--- src/rtl/fetch_unit_pkg.sv ---
// fetch_unit_pkg: shared constants and buffer-occupancy type for the fetch stage
package fetch_unit_pkg;
   localparam int DEF_ADDR_W = 12;
   localparam logic [DEF_ADDR_W-1:0] DEF_RESET_PC = '0;
   localparam logic [31:0] NOP_INSN = 32'h0;
   typedef enum logic [1:0] {EMPTY = 2'd0, ONE = 2'd1, TWO = 2'd2} occ_e;
endpackage

--- src/rtl/fetch_unit_if.sv ---
// fetch_unit_if: imem, decode and redirect signals between fetch and its neighbours
interface fetch_unit_if #(parameter int ADDR_W = fetch_unit_pkg::DEF_ADDR_W);
   logic fetch_en;
   logic [ADDR_W-1:0] address_imem;
   logic [31:0] q_imem;
   logic [31:0] insn_d;
   logic [ADDR_W-1:0] pc_d;
   logic insn_valid;
   logic decode_ready;
   logic redirect;
   logic [ADDR_W-1:0] redirect_pc;
   modport master (
      input fetch_en, q_imem, decode_ready, redirect, redirect_pc,
      output address_imem, insn_d, pc_d, insn_valid
   );
   modport slave (
      output fetch_en, q_imem, decode_ready, redirect, redirect_pc,
      input address_imem, insn_d, pc_d, insn_valid
   );
endinterface

--- src/rtl/fetch_skid_buffer.sv ---
// fetch_skid_buffer: 2-entry FIFO with registered head output and flush
module fetch_skid_buffer
   import fetch_unit_pkg::*;
#(
   parameter int WIDTH = 32 + DEF_ADDR_W
) (
   input  logic             clock,
   input  logic             reset,
   input  logic             push,
   input  logic             pop,
   input  logic             flush,
   input  logic [WIDTH-1:0] din,
   output logic [WIDTH-1:0] dout,
   output occ_e             count
);
   logic [WIDTH-1:0] tail;
   always_ff @(posedge clock or posedge reset)
      if (reset) begin
         count <= EMPTY;
         dout  <= '0;
         tail  <= '0;
      end else if (flush) begin
         count <= EMPTY;
      end else begin
         dout  <= (push && (count == EMPTY || (count == ONE && pop))) ? din :
                  (pop && count == TWO) ? tail : dout;
         tail  <= (push && ((count == ONE && !pop) || count == TWO)) ? din : tail;
         count <= occ_e'(2'(count) + 2'(push) - 2'(pop));
      end
   a_no_overflow: assert property (@(posedge clock) disable iff (reset)
      !(push && !pop && !flush && count == TWO));
endmodule

--- src/rtl/fetch_unit.sv ---
// fetch_unit: PC owner, imem read issue and skid-buffered handoff to decode
module fetch_unit
   import fetch_unit_pkg::*;
#(
   parameter int ADDR_W = DEF_ADDR_W,
   parameter logic [ADDR_W-1:0] RESET_PC = DEF_RESET_PC
) (
   input logic          clock,
   input logic          reset,
   fetch_unit_if.master bus
);
   logic [ADDR_W-1:0] pc, req_pc;
   logic [31+ADDR_W:0] head;
   logic req_valid, pop, push, issue;
   logic [2:0] pending;
   occ_e count;
   assign bus.insn_valid   = count != EMPTY;
   assign pop              = bus.insn_valid & bus.decode_ready;
   // Reserve a buffer slot for every read in flight so a return is never dropped
   assign pending          = 3'(count) + 3'(req_valid) - 3'(pop);
   assign issue            = bus.fetch_en & ~bus.redirect & (pending < 3'd2);
   assign push             = req_valid & ~bus.redirect;
   assign bus.address_imem = pc;
   assign bus.insn_d       = bus.insn_valid ? head[ADDR_W +: 32] : NOP_INSN;
   assign bus.pc_d         = bus.insn_valid ? head[ADDR_W-1:0] : '0;
   always_ff @(posedge clock or posedge reset)
      if (reset) begin
         pc        <= RESET_PC;
         req_pc    <= RESET_PC;
         req_valid <= 1'b0;
      end else if (bus.redirect) begin
         pc        <= bus.redirect_pc;
         req_valid <= 1'b0;
      end else begin
         pc        <= issue ? pc + 1'b1 : pc;
         req_pc    <= issue ? pc : req_pc;
         req_valid <= issue;
      end
   fetch_skid_buffer #(.WIDTH(32 + ADDR_W)) u_buf (
      .clock (clock),
      .reset (reset),
      .push  (push),
      .pop   (pop & ~bus.redirect),
      .flush (bus.redirect),
      .din   ({bus.q_imem, req_pc}),
      .dout  (head),
      .count (count)
   );
   a_nop_when_empty: assert property (@(posedge clock) disable iff (reset)
      !bus.insn_valid |-> bus.insn_d == NOP_INSN);
endmodule

--- src/flat_wrapper.sv ---
// flat-port wrapper written by rule: the top's interface ports become plain ports
module fetch_unit_flat import fetch_unit_pkg::*;
#(
   parameter int ADDR_W = DEF_ADDR_W,
   parameter logic [ADDR_W-1:0] RESET_PC = DEF_RESET_PC
)
  (clock, reset, bus_fetch_en, bus_q_imem, bus_decode_ready, bus_redirect, bus_redirect_pc, bus_address_imem, bus_insn_d, bus_pc_d, bus_insn_valid);
  fetch_unit_if #(.ADDR_W(ADDR_W)) bus_i ();
  input logic clock;
  input logic reset;
  input wire logic [$bits(bus_i.fetch_en)-1:0] bus_fetch_en;
  input wire logic [$bits(bus_i.q_imem)-1:0] bus_q_imem;
  input wire logic [$bits(bus_i.decode_ready)-1:0] bus_decode_ready;
  input wire logic [$bits(bus_i.redirect)-1:0] bus_redirect;
  input wire logic [$bits(bus_i.redirect_pc)-1:0] bus_redirect_pc;
  output wire logic [$bits(bus_i.address_imem)-1:0] bus_address_imem;
  output wire logic [$bits(bus_i.insn_d)-1:0] bus_insn_d;
  output wire logic [$bits(bus_i.pc_d)-1:0] bus_pc_d;
  output wire logic [$bits(bus_i.insn_valid)-1:0] bus_insn_valid;
  assign bus_i.fetch_en = bus_fetch_en;
  assign bus_i.q_imem = bus_q_imem;
  assign bus_i.decode_ready = bus_decode_ready;
  assign bus_i.redirect = bus_redirect;
  assign bus_i.redirect_pc = bus_redirect_pc;
  assign bus_address_imem = bus_i.address_imem;
  assign bus_insn_d = bus_i.insn_d;
  assign bus_pc_d = bus_i.pc_d;
  assign bus_insn_valid = bus_i.insn_valid;
  fetch_unit #(.ADDR_W(ADDR_W), .RESET_PC(RESET_PC)) u_core (.clock(clock), .reset(reset), .bus(bus_i));
endmodule
--- config.mk ---
export PLATFORM = sky130hd
export DESIGN_NAME = fetch_unit_flat
export DESIGN_NICKNAME = d
export VERILOG_FILES = /design/src/rtl/fetch_unit_pkg.sv /design/src/rtl/fetch_unit_if.sv /design/src/rtl/fetch_skid_buffer.sv /design/src/rtl/fetch_unit.sv /design/src/flat_wrapper.sv
export SDC_FILE = /design/constraint.sdc
export NUM_CORES = 1
export LEC_CHECK = 0
export BUFFER_PORTS_ARGS = -buffer_cell sky130_fd_sc_hd__buf_4
export CAP_MARGIN = 30
export CORE_AREA = 2 2 171 89
export CTS_CLUSTER_DIAMETER = 30
export CTS_CLUSTER_SIZE = 8
export DETAILED_ROUTE_END_ITERATION = 10
export DIE_AREA = 0 0 173 91
export GPL_ROUTABILITY_DRIVEN = 0
export GPL_TIMING_DRIVEN = 1
export PLACE_DENSITY = 0.58
export SLEW_MARGIN = 15
export SYNTH_ARGS = -nofsm -noshare
export SYNTH_HDL_FRONTEND = slang
export SYNTH_SLANG_ARGS = --single-unit
--- constraint.sdc ---
create_clock -name clock -period 4.5 [get_ports clock]
set_input_delay 0.675 -clock clock [delete_from_list [all_inputs] [get_ports clock]]
set_output_delay 0.675 -clock clock [all_outputs]
set_load 0.05 [all_outputs]
==> metrics.md, run 1 <==
| Metric | Value |
|---|---|
| CTS resizes | 0 |
| Die area | 0.0157 mm² |
| Net Sw Frac | 34.1% |
| Die W | roughly 170 µm |
| Num Clock Sinks | roughly 120 |
| Synth Area in Compound Gates | 6.90% |
| Fmax | around 300 MHz |
| #FFs+latches synth | about 120 |
| Req. time, crit path | 4780 ps |
| Final setup viols | 0 |
| Core area | between 0.01 and 0.015 mm² |
| Root buffer cell | clkbuf_16 |
| First-pass GRT wire length | 21700 µm |
| Starting Density | between 30% and 40% |
| Die height | 91 µm |
| Unrepaired setup endpoints after global routing | false |
| R2r worst-path depth | 9 |
| Slowest CP cell | dfrtp_1 |
| DR WL/cell | 17.3 µm |
| Number of setup buffers added after CTS | 0 |
| Htree depth | 4 |
| Post-Synthesis Cell Area | around 0.0056 mm² |
| Largest net degree at the start of global routing | between 70 and 80 |
| TritonCTS buffer count | 17 |
| Hold WC Path Type | in2async |
| Rel. slew slack | 56.9% |
| Post-synthesis sequential area ratio | 51.1% |
| Arr. time, crit path | approximately 3600 ps |
| Pwr/cell area | 656 mW/mm² |
| Reg clk slew, reported paths | 60 ps |
| Share of cells above drive strength 1 | 43.9% |
| Area Overhead vs Synth | 28.1% |
| Via density | 4.94 |
| Clock power frac | 30.0% |
| GRT Util Overall | 17.6% |
| Post-CTS Hold Buffers | 0 |
| Status | complete, no violations |
| Final hold vios | 0 |
| Finished Layout Cells | between 700 and 800 |
| Post-route ant nets | 0 |
| Min Tclk post-route | approximately 3300 ps |
| WHS | 250 ps |
| Crit Path Max Fanout | 13 |
| Library cells used by synthesis | 43 |
| Leakage | between 0.003 and 0.004 µW |
| # rows | 31 |
| Avg Inst Size Synth | 12.6 µm² |
| Combinational cell fraction of total power | 34.0% |
| PortBufs | 105 |
| P_int | 3120 µW |
| Synth Area in Simple Gates | between 9 and 10% |
| Worst Skew | 9.41 ps |
| Starting DRT DRC Count | between 200 and 250 |
| Utilization after layout | 50.9% |
| Worst Setup End Kind | flip-flop |
| Total power | 4740 µW |
| Most common cell after layout, fill and taps aside | dfrtp_1 |
| Fin. max-slew vios | 0 |
| Setup Crit Path Kind | reg2reg |
| Drt drc | 0 |
| Switch Pwr | 1610 µW |
| Grt total ovfl | 0 |
| Vias post-DR | 3760 |
| Most frequent cells in the layout | 115 x dfrtp_1, 113 x buf_4, 72 x mux2_2, 46 x nor2b_1, 29 x mux2i_1 |
| Most frequent CP cell | nor2_4 |
| Maximum VDD drop | 306 µV |
| Placed cells | roughly 730 |
| Setup TNS | 0 ps |
| Startpoint types | flip-flop |
| Main combinational cell family by area after synthesis | multiplexers |
| Buffer depth of the longest clock path | 2 |
| Vias in the first global route | 3847 |
| Final Cycle Share | 73.4% |
| Slew @ Worst Pin | between 600 and 700 ps |
| Filler Cell Count | roughly 1.3k |
| CP max stage delay | 710 ps |
| Cell Chain, Critical Path | nor2_4 -> nor2b_1 -> ha_1 -> nand2b_1 -> fa_1 -> nand2_1 -> or2_1 -> nor2_4 -> mux2_2 |
| N_diodes | 0 |
| Post-synthesis mux area share | 25.0% |
| Initial antenna violation count | 0 |
| Asr flop ratio synth | 100% |
| Post-synthesis xor/xnor area fraction | 2.04% |
| IO Pins | 106 |
| Post-synth EDFFs | 0 |
| Max Cap Viol | 0 |
| CTS tree | done |
| Nets | 604 |
| 1st-pass router iterations | 4 |
| Final wirelength | around 13000 µm |
| Warnings from Yosys | 0 |
| DP Wirelength | 8850 µm |
| Reg power frac | a little over a third |
| Clk_lat worst skew | 400 ps |
| Mapped Nets | 501 |
| Synth Area in Adders | under 10% |
| Gate Count Post-Synth | 447 |
| Ys flop type | dfrtp_1 |
per-layer routing:
| metal | GRT usage [%] | up-vias | routed length, µm |
|---|---|---|---|
| met5 | 0 | - | 0 |
| met4 | 5.30 | 0 | 46 |
| met3 | 4.69 | 4 | 695 |
| met2 | 23.3 | 91 | 5440 |
| met1 | 27.5 | 1855 | 7010 |
| li1 | - | 1810 | - |
cells by family (layout without fill, tap and decap cells):
logic type | Yosys count | in the layout
compound gates | 66 | 66
xor+xnor | 11 | 11
fa+ha+maj | 5 | 5
buf+inv | 36 | 152
flops | 115 | 115
mux | 122 | 122
simple gates | 92 | 92
through the flow:
stage | instance area [µm²] | worst slack (ps)
6_report | 7220 | 1200
5_1_grt | 7220 | 996
4_1_cts | 7190 | 1180
3_5_place_dp | 6560 | 1210
3_3_place_gp | 6560 | 1230
2_1_floorplan | 5640 | 781
final timing paths:
path                                                   from                                endpoint  slack, ps
max                         u_core.u_buf.count[1]$_DFF_PP0_            u_core.req_pc[9]$_DFFE_PP0P_       1200
max reg2reg                 u_core.u_buf.count[1]$_DFF_PP0_            u_core.req_pc[9]$_DFFE_PP0P_       1200
min in group clock                       bus_redirect_pc[4]  u_core.bus.address_imem[4]$_DFFE_PP0P_        480
min reg2reg                u_core.u_buf.tail[1]$_DFFE_PP0P_        u_core.u_buf.tail[1]$_DFFE_PP0P_        500
min                                                   reset       u_core.u_buf.tail[16]$_DFFE_PP0P_        250
max in group asynchronous                             reset       u_core.u_buf.dout[38]$_DFFE_PP0P_       3340
critical path: cells and delay by family, from the launching register on:
| kind | cells | cell delay (ps) |
|---|---|---|
| and+or+nand+nor | 6 | 1290 |
| DFF | 1 | 710 |
| muxes | 1 | 390 |
| adders and majority gates | 2 | 770 |
area by class of cell:
class                      count  area (µm²)  share of cell area [%]
sequential                   115        2880                    39.9
multi-input combinational    296        2560                    35.5
timing repair buffer         114         876                    12.1
clock buffer                  20         447                    6.19
tap                          198         248                    3.43
clock inverter                12         181                    2.51
inverter                       6        25.0                   0.347
Yosys cell counts, types with 2 or more instances:
cell	count	area share (%)
a31oi_1	28	3.1
buf_6	7	1.4
mux2_1	2	0.40
xnor2_1	7	1.1
nor2b_1	46	5.1
nor4_1	3	0.33
inv_1	5	0.33
mux2_4	19	5.1
mux2_2	72	14
ha_1	4	0.89
nor2_1	8	0.53
clkbuf_1	17	1.1
nor4b_1	2	0.31
nand3_1	4	0.36
nand2_1	12	0.80
a21oi_1	26	2.3
o21ai_0	8	0.71
buf_2	4	0.36
nor3_1	2	0.18
dfrtp_1	115	51
mux2i_1	29	5.1
nand4_1	3	0.33
xor2_1	3	0.47
nand2b_1	2	0.22
flip-flops by register name, indices dropped and copies added (netlist names):
signal	count
u_core.bus.address_imem	12
u_core.u_buf.tail	44
u_core.req_valid	1
u_core.u_buf.dout	44
u_core.u_buf.count	2
u_core.req_pc	12
power by group through the flow:
stage	Clock [µW]	Combinational (µW)	Sequential [µW]
final	1420	1610	1700
after floorplan	0	1240	1670
after global placement	0	1580	1690
after global routing	1500	1740	1760
after detailed placement	0	1620	1720
after CTS	1450	1630	1700
(Power assumes the default switching activity.)
==> inputs of run 2 (changes only) <==
--- a/config.mk
+++ b/config.mk
@@ -5,13 +5,14 @@
 export SDC_FILE = /design/constraint.sdc
 export NUM_CORES = 1
 export LEC_CHECK = 0
+export ABC_AREA = 1
 export BUFFER_PORTS_ARGS = -buffer_cell sky130_fd_sc_hd__buf_4
 export CAP_MARGIN = 30
-export CORE_AREA = 2 2 171 89
+export CORE_AREA = 2 2 179 93
 export CTS_CLUSTER_DIAMETER = 30
 export CTS_CLUSTER_SIZE = 8
 export DETAILED_ROUTE_END_ITERATION = 10
-export DIE_AREA = 0 0 173 91
+export DIE_AREA = 0 0 181 95
 export GPL_ROUTABILITY_DRIVEN = 0
 export GPL_TIMING_DRIVEN = 1
 export PLACE_DENSITY = 0.58
==> constraint.sdc (replaced) <==
create_clock -name clock -period 3.3 [get_ports clock]
set_input_delay 0.495 -clock clock [delete_from_list [all_inputs] [get_ports clock]]
set_output_delay 0.495 -clock clock [all_outputs]
set_load 0.05 [all_outputs]
==> metrics.md, run 2 <==
| Metric | Value |
|---|---|
| Rel. slew slack | between 50% and 60% |
| Reg clk slew, reported paths | approximately 60 ps |
| Worst Skew | about 11 ps |
| Setup slack, reg-to-reg | 570 ps |
| Final Cycle Share | 82.9% |
| Post-Synthesis Cell Area | 0.00615 mm² |
| Mapped Nets | 905 |
| Unrepaired setup endpoints after global routing | false |
| Vias post-DR | approximately 5.4k |
| P_int | 4050 µW |
| CTS tree | done |
| Min Tclk post-route | 2730 ps |
| Warnings from Yosys | 0 |
| Startpoint types | flip-flop |
| Worst r2r src | u_core.u_buf.count[0]$_DFF_PP0_ |
| Most common cell after layout, fill and taps aside | nand2_1 |
| GRT Util Overall | between 10% and 20% |
| TritonCTS buffer count | 17 |
| First-pass GRT wire length | 27000 µm |
| Crit Path Max Fanout | 8 |
| Arr. time, crit path | 3030 ps |
| IO Pins | approximately 110 |
| Reg power frac | 36.2% |
| Ys flop type | dfrtp_1 |
| Starting Density | 38.8% |
| Root buffer cell | clkbuf_16 |
| 1st-pass router iterations | 5 |
| Drt drc | 0 |
| PortBufs | 105 |
| N_diodes | 0 |
| Top Registers | u_core.u_buf.dout: 44 flops, u_core.u_buf.tail: 44 flops |
| Post-CTS Hold Buffers | 0 |
| Clk_lat worst skew | 420 ps |
| Via density | about 4.7 |
| Synth top area share | 46.8% |
| CP max stage delay | 420 ps |
| DP Wirelength | 9820 µm |
| Max Cap Viol | 0 |
| Final hold vios | 0 |
| Slew @ Worst Pin | 628 ps |
| Library cells used by synthesis | 26 |
| Vias in the first global route | 5234 |
| Critical Path Source | u_core.u_buf.count[0]$_DFF_PP0_ |
| Die height | around 95 µm |
| Combinational cell fraction of total power | around 34% |
| Starting DRT DRC Count | between 300 and 400 |
| Placed cells | 1132 |
| Nets | 995 |
| Cell Chain, Critical Path | inv_2 -> nand2_2 -> inv_2 -> nor2_1 -> ha_1 -> or2_2 -> fa_1 -> xnor2_1 -> nand2_1 -> nand2_1 -> inv_2 -> nand2_1 -> nand3_1 |
| Initial antenna violation count | 0 |
| Post-synth top area cell | dfrtp_1 |
| R2r worst-path depth | 13 |
| WP depth | 13 |
| DR WL/cell | around 14 µm |
| Pwr/cell area | 854 mW/mm² |
| Switch Pwr | 2540 µW |
| Post-synth EDFFs | 0 |
| R2r endpoint | u_core.bus.address_imem[11]$_DFFE_PP0P_ |
| Setup TNS | 0 ps |
| Area Overhead vs Synth | 25.4% |
| Final setup viols | 0 |
| Count leader, synth | nand2_1 |
| Buffers & Inverters on Critical Path | 3 |
| Synth cell count leaders | 233 x nand2_1, 196 x nand3_1, 152 x inv_1, 115 x dfrtp_1, 58 x nor2_1 |
| Maximum VDD drop | 400 µV |
| Asr flop ratio synth | 100% |
| Avg Inst Size Synth | 7.22 µm² |
| Largest cells by area after synthesis | dfrtp_1 47%, nand3_1 16%, nand2_1 14% |
| Most frequent cells in the layout | 233 x nand2_1, 196 x nand3_1, 151 x inv_1, 115 x dfrtp_1, 114 x buf_4 |
| Leakage | 0.00431 µW |
| Htree depth | 4 |
| Num Clock Sinks | approximately 120 |
| #FFs+latches synth | roughly 120 |
| Slowest CP cell | dfrtp_1 |
| Req. time, crit path | 3600 ps |
| Fmax | 366 MHz |
| Hold WC Path Type | in2async |
| Worst Setup End Kind | flip-flop |
| Grt total ovfl | 0 |
| Number of setup buffers added after CTS | 0 |
| Clock power frac | 30.1% |
| Buffer depth of the longest clock path | 2 |
| Die W | 181 µm |
| Core area | 0.0159 mm² |
| CP delay by family, top | simple AND/OR/NAND/NOR gates |
| Gate Count Post-Synth | 851 |
| CTS resizes | 0 |
| Status | complete, no violations |
| Net Sw Frac | 38.5% |
| Setup Crit Path Kind | reg2reg |
| Post-route ant nets | 0 |
| Finished Layout Cells | 1164 |
| Share of cells above drive strength 1 | 17.4% |
| Die area | around 0.017 mm² |
| Largest net degree at the start of global routing | 116 |
| Fin. max-slew vios | 0 |
| Final wirelength | 16100 µm |
| Setup crit end | u_core.bus.address_imem[11]$_DFFE_PP0P_ |
| Post-synthesis sequential area ratio | 46.8% |
| # rows | 33 |
[run 2: cell types whose count changed after synthesis, moves of 8 or more]
cell / before / now
a21oi_1: 26 / 2
a31oi_1: 28 / 0
buf_2: 4 / 21
buf_4: 1 / 9
inv_1: 5 / 152
mux2_2: 72 / 0
mux2_4: 19 / 0
mux2i_1: 29 / 0
nand2_1: 12 / 233
nand3_1: 4 / 196
nor2_1: 8 / 58
nor2b_1: 46 / 0
o21ai_1: 0 / 10
[run 2: cells by family (layout without fill, tap and decap cells)]
group | count (synthesis) | in the layout | share of synthesized area (%)
adders and majority gates | 5 | 5 | 1.14
xor gates and xnor gates | 7 | 7 | 0.998
buffers and inverters | 205 | 308 | 13.9
and+or+nand+nor | 501 | 501 | 35.5
AOI/OAI and AO/OA | 18 | 18 | 1.67
DFF | 115 | 115 | 46.8
[run 2: final cells by class]
class / instances / area, µm²
Sequential cell: 115 / 2880
Inverter: 159 / 601
Clock buffer: 19 / 453
Timing Repair Buffer: 117 / 916
Tap cell: 210 / 263
Multi-Input combinational cell: 531 / 2420
Clock inverter: 13 / 183
Fill cell: 1638 / 8150
[run 2: worst min path at each step]
stage / startpoint / slack, ps / depth (start not counted) / endpoint
floorplan: u_core.u_buf.tail[0]$_DFFE_PP0P_ / 440 / 2 / u_core.u_buf.tail[0]$_DFFE_PP0P_
global placement: u_core.u_buf.tail[38]$_DFFE_PP0P_ / 460 / 2 / u_core.u_buf.tail[38]$_DFFE_PP0P_
detailed placement: u_core.u_buf.tail[39]$_DFFE_PP0P_ / 460 / 2 / u_core.u_buf.tail[39]$_DFFE_PP0P_
CTS: bus_redirect_pc[5] / 290 / 3 / u_core.bus.address_imem[5]$_DFFE_PP0P_
global route: reset / 310 / 3 / u_core.u_buf.dout[38]$_DFFE_PP0P_
finish: reset / 260 / 3 / u_core.u_buf.tail[32]$_DFFE_PP0P_
[run 2: power by group through the flow]
stage	Combinational [µW]	Clock, µW	Sequential [µW]
floorplan	1600	0	2420
global placement	2210	0	2400
detailed placement	2230	0	2400
CTS	2250	2010	2380
global route	2530	2080	2470
finish	2220	1980	2390
[run 2: metrics by stage]
step / worst slack [ps] / hold slack (ps) / power, µW / area [µm²] / util, %
floorplan: 140 / 442 / 4020 / 6150 / -
global placement: 568 / 456 / 4610 / 7070 / 44.6
detailed placement: 548 / 458 / 4630 / 7070 / 44.6
CTS: 548 / 287 / 6640 / 7710 / 48.6
global route: 267 / 311 / 7080 / 7710 / 48.6
finish: 566 / 258 / 6590 / 7710 / 48.6
[run 2: metal layers]
metal | track usage (%) | part of all wire (%) | vias to the layer above
li1 | - | - | 2784
met1 | 30.4 | 55 | 2496
met2 | 28.5 | 39 | 131
met3 | 4.67 | 5.5 | 9
met4 | 4.47 | 0.52 | 0
met5 | 0 | 0 | -
[run 2: worst reg2reg max path: stages (launching register included)]
cell and delay, ps:
dfrtp_1 420, inv_2 100, nand2_2 80, inv_2 60, nor2_1 30, ha_1 250, or2_2 300, fa_1 410
xnor2_1 200, nand2_1 200, nand2_1 300, inv_2 120, nand2_1 80, nand3_1 70
==> inputs of run 3 (changes only) <==
--- a/config.mk
+++ b/config.mk
@@ -5,14 +5,14 @@
 export SDC_FILE = /design/constraint.sdc
 export NUM_CORES = 1
 export LEC_CHECK = 0
-export ABC_AREA = 1
+export ABC_AREA = 0
 export BUFFER_PORTS_ARGS = -buffer_cell sky130_fd_sc_hd__buf_4
 export CAP_MARGIN = 30
-export CORE_AREA = 2 2 179 93
+export CORE_AREA = 2 2 171 89
 export CTS_CLUSTER_DIAMETER = 30
 export CTS_CLUSTER_SIZE = 8
 export DETAILED_ROUTE_END_ITERATION = 10
-export DIE_AREA = 0 0 181 95
+export DIE_AREA = 0 0 173 91
 export GPL_ROUTABILITY_DRIVEN = 0
 export GPL_TIMING_DRIVEN = 1
 export PLACE_DENSITY = 0.58
==> constraint.sdc (replaced) <==
create_clock -name clock -period 2.8 [get_ports clock]
set_input_delay 0.42 -clock clock [delete_from_list [all_inputs] [get_ports clock]]
set_output_delay 0.42 -clock clock [all_outputs]
set_load 0.05 [all_outputs]
==> metrics.md, run 3 (synthesis gave the netlist of run 1 again) <==
| Metric | Value |
|---|---|
| Status | complete, no violations |
| N_diodes | 0 |
| Largest net degree at the start of global routing | between 100 and 150 |
| Vias in the first global route | 3875 |
| Share of cells above drive strength 1 | 45.3% |
| Most common cell after layout, fill and taps aside | buf_4 |
| Pwr/cell area | 1030 mW/mm² |
| Hold WC Path Type | in2async |
| Htree depth | 4 |
| Die height | between 90 and 100 µm |
| Final wirelength | 13400 µm |
| Total power | about 7500 µW |
| DR WL/cell | 17.4 µm |
| Unrepaired setup endpoints after global routing | false |
| Nets | about 610 |
| Max Cap Viol | 0 |
| Die W | 173 µm |
| Area of the multi-input gates | 0.00259 mm² |
| Startpoint types | flip-flop |
| Buffer depth of the longest clock path | 2 |
| 1st-pass router iterations | 6 |
| GRT Util Overall | between 10% and 20% |
| Vias post-DR | 3900 |
| Maximum VDD drop | about 420 µV |
| Most frequent cells in the layout | 117 x buf_4, 115 x dfrtp_1, 72 x mux2_2, 45 x nor2b_1, 29 x mux2i_1 |
| Fmax | 375 MHz |
| Place WS | -36.8 ps |
| Min Tclk post-route | roughly 2700 ps |
| Setup TNS | 0 ps |
| IO Pins | 106 |
| Worst Skew | between 10 and 15 ps |
| TritonCTS buffer count | 17 |
| Fin worst setup slack | 136 ps |
| Area Overhead vs Synth | 29.2% |
| Clk_lat worst skew | 400 ps |
| Root buffer cell | clkbuf_16 |
| First-pass GRT wire length | ~22000 µm |
| Arr. time, crit path | 2940 ps |
| Starting DRT DRC Count | 280 |
| Drt drc | 0 |
| Req. time, crit path | 3070 ps |
| Die area | 0.0157 mm² |
| # rows | 31 |
| Num Clock Sinks | 115 |
| Crit Path Max Fanout | 10 |
| Leakage | about 0.0033 µW |
| Worst Setup End Kind | flip-flop |
| Starting Density | 39.7% |
| Core area | 0.0142 mm² |
| Final Cycle Share | 95.2% |
| WHS | 139 ps |
| Final setup viols | 0 |
| Placed cells | between 700 and 800 |
| PortBufs | 105 |
| Via density | 5.08 |
| Reg clk slew, reported paths | 50 ps |
| Rel. slew slack | 53.1% |
| Post-CTS Hold Buffers | 0 |
| Post-route ant nets | 0 |
| DP Wirelength | 8920 µm |
| Filler Cell Count | 1310 |
| Final hold vios | 0 |
| Top Registers | u_core.u_buf.dout: 44 flops, u_core.u_buf.tail: 44 flops |
| Setup Crit Path Kind | reg2reg |
| Fin. max-slew vios | 0 |
| Initial antenna violation count | 0 |
| Finished Layout Cells | approximately 770 |
| Slew @ Worst Pin | between 700 and 800 ps |
| Grt total ovfl | 0 |
| CTS tree | done |
| Sequential cell area | 0.00288 mm² |
run 3: cell count changes in the layout (fill, tap and decap cells not counted), moves of 24 or more:
cell,delta
inv_1,-147
nand3_1,-193
nand2_1,-222
a31oi_1,+28
a21oi_1,+24
nor2b_1,+45
mux2i_1,+29
mux2_2,+72
nor2_1,-51
run 3: area by class of cell:
cell class                 count  share of cell area [%]
inverter                       6                   0.361
clock inverter                 9                    1.44
tap                          198                    3.40
multi-input combinational    296                    35.6
timing repair buffer         121                    13.2
clock buffer                  22                    6.51
sequential                   115                    39.5
run 3: through the flow:
| step | cell area [µm²] | utilization (%) |
|---|---|---|
| after global routing | 7280 | 51.3 |
| after global placement | 6690 | 47.1 |
| final | 7280 | 51.3 |
| after CTS | 7270 | 51.2 |
| after floorplan | 5670 | - |
| after detailed placement | 6690 | 47.1 |
run 3: layer usage:
metal	wire length [µm]	GRT usage, %	part of all wire (%)	up-vias
met5	0	0	0	-
met4	42	3.67	0.31	0
met3	786	6.11	5.9	4
met2	5490	23.2	41	109
li1	-	-	-	1820
met1	7060	27.7	53	1967
run 3: critical path, stage by stage (launching register included):
cell	delay [ps]
dfrtp_1	400
nor2_4	120
nor2b_2	60
ha_1	280
nand2b_4	140
fa_2	560
nand2_4	80
or2_1	280
nor2_4	130
buf_12	150
mux2_2	330
run 3: what timing repair did:
action	in CTS	in global routing
endpoints found under the setup margin	0	8
setup buffers	0	0
gates resized for setup	0	2
run 3: path summary, 6_finish.rpt:
kind	startpoint	to	slack [ps]	cells past startpoint
min in group clock	bus_redirect_pc[1]	u_core.bus.address_imem[1]$_DFFE_PP0P_	230	3
max reg2reg	u_core.u_buf.count[0]$_DFF_PP0_	u_core.req_pc[9]$_DFFE_PP0P_	140	10
min	reset	u_core.bus.address_imem[1]$_DFFE_PP0P_	140	3
max	u_core.u_buf.count[0]$_DFF_PP0_	u_core.req_pc[9]$_DFFE_PP0P_	140	10
min reg2reg	u_core.u_buf.tail[38]$_DFFE_PP0P_	u_core.u_buf.tail[38]$_DFFE_PP0P_	500	1
max in group asynchronous	reset	u_core.u_buf.tail[9]$_DFFE_PP0P_	2070	3
run 3: where the power goes:
part           internal [µW]  leakage, µW  switching, µW
clock                   1370     0.000274            742
combinational           1230      0.00159           1450
sequential              2320      0.00146            397
total                   4920      0.00332           2590
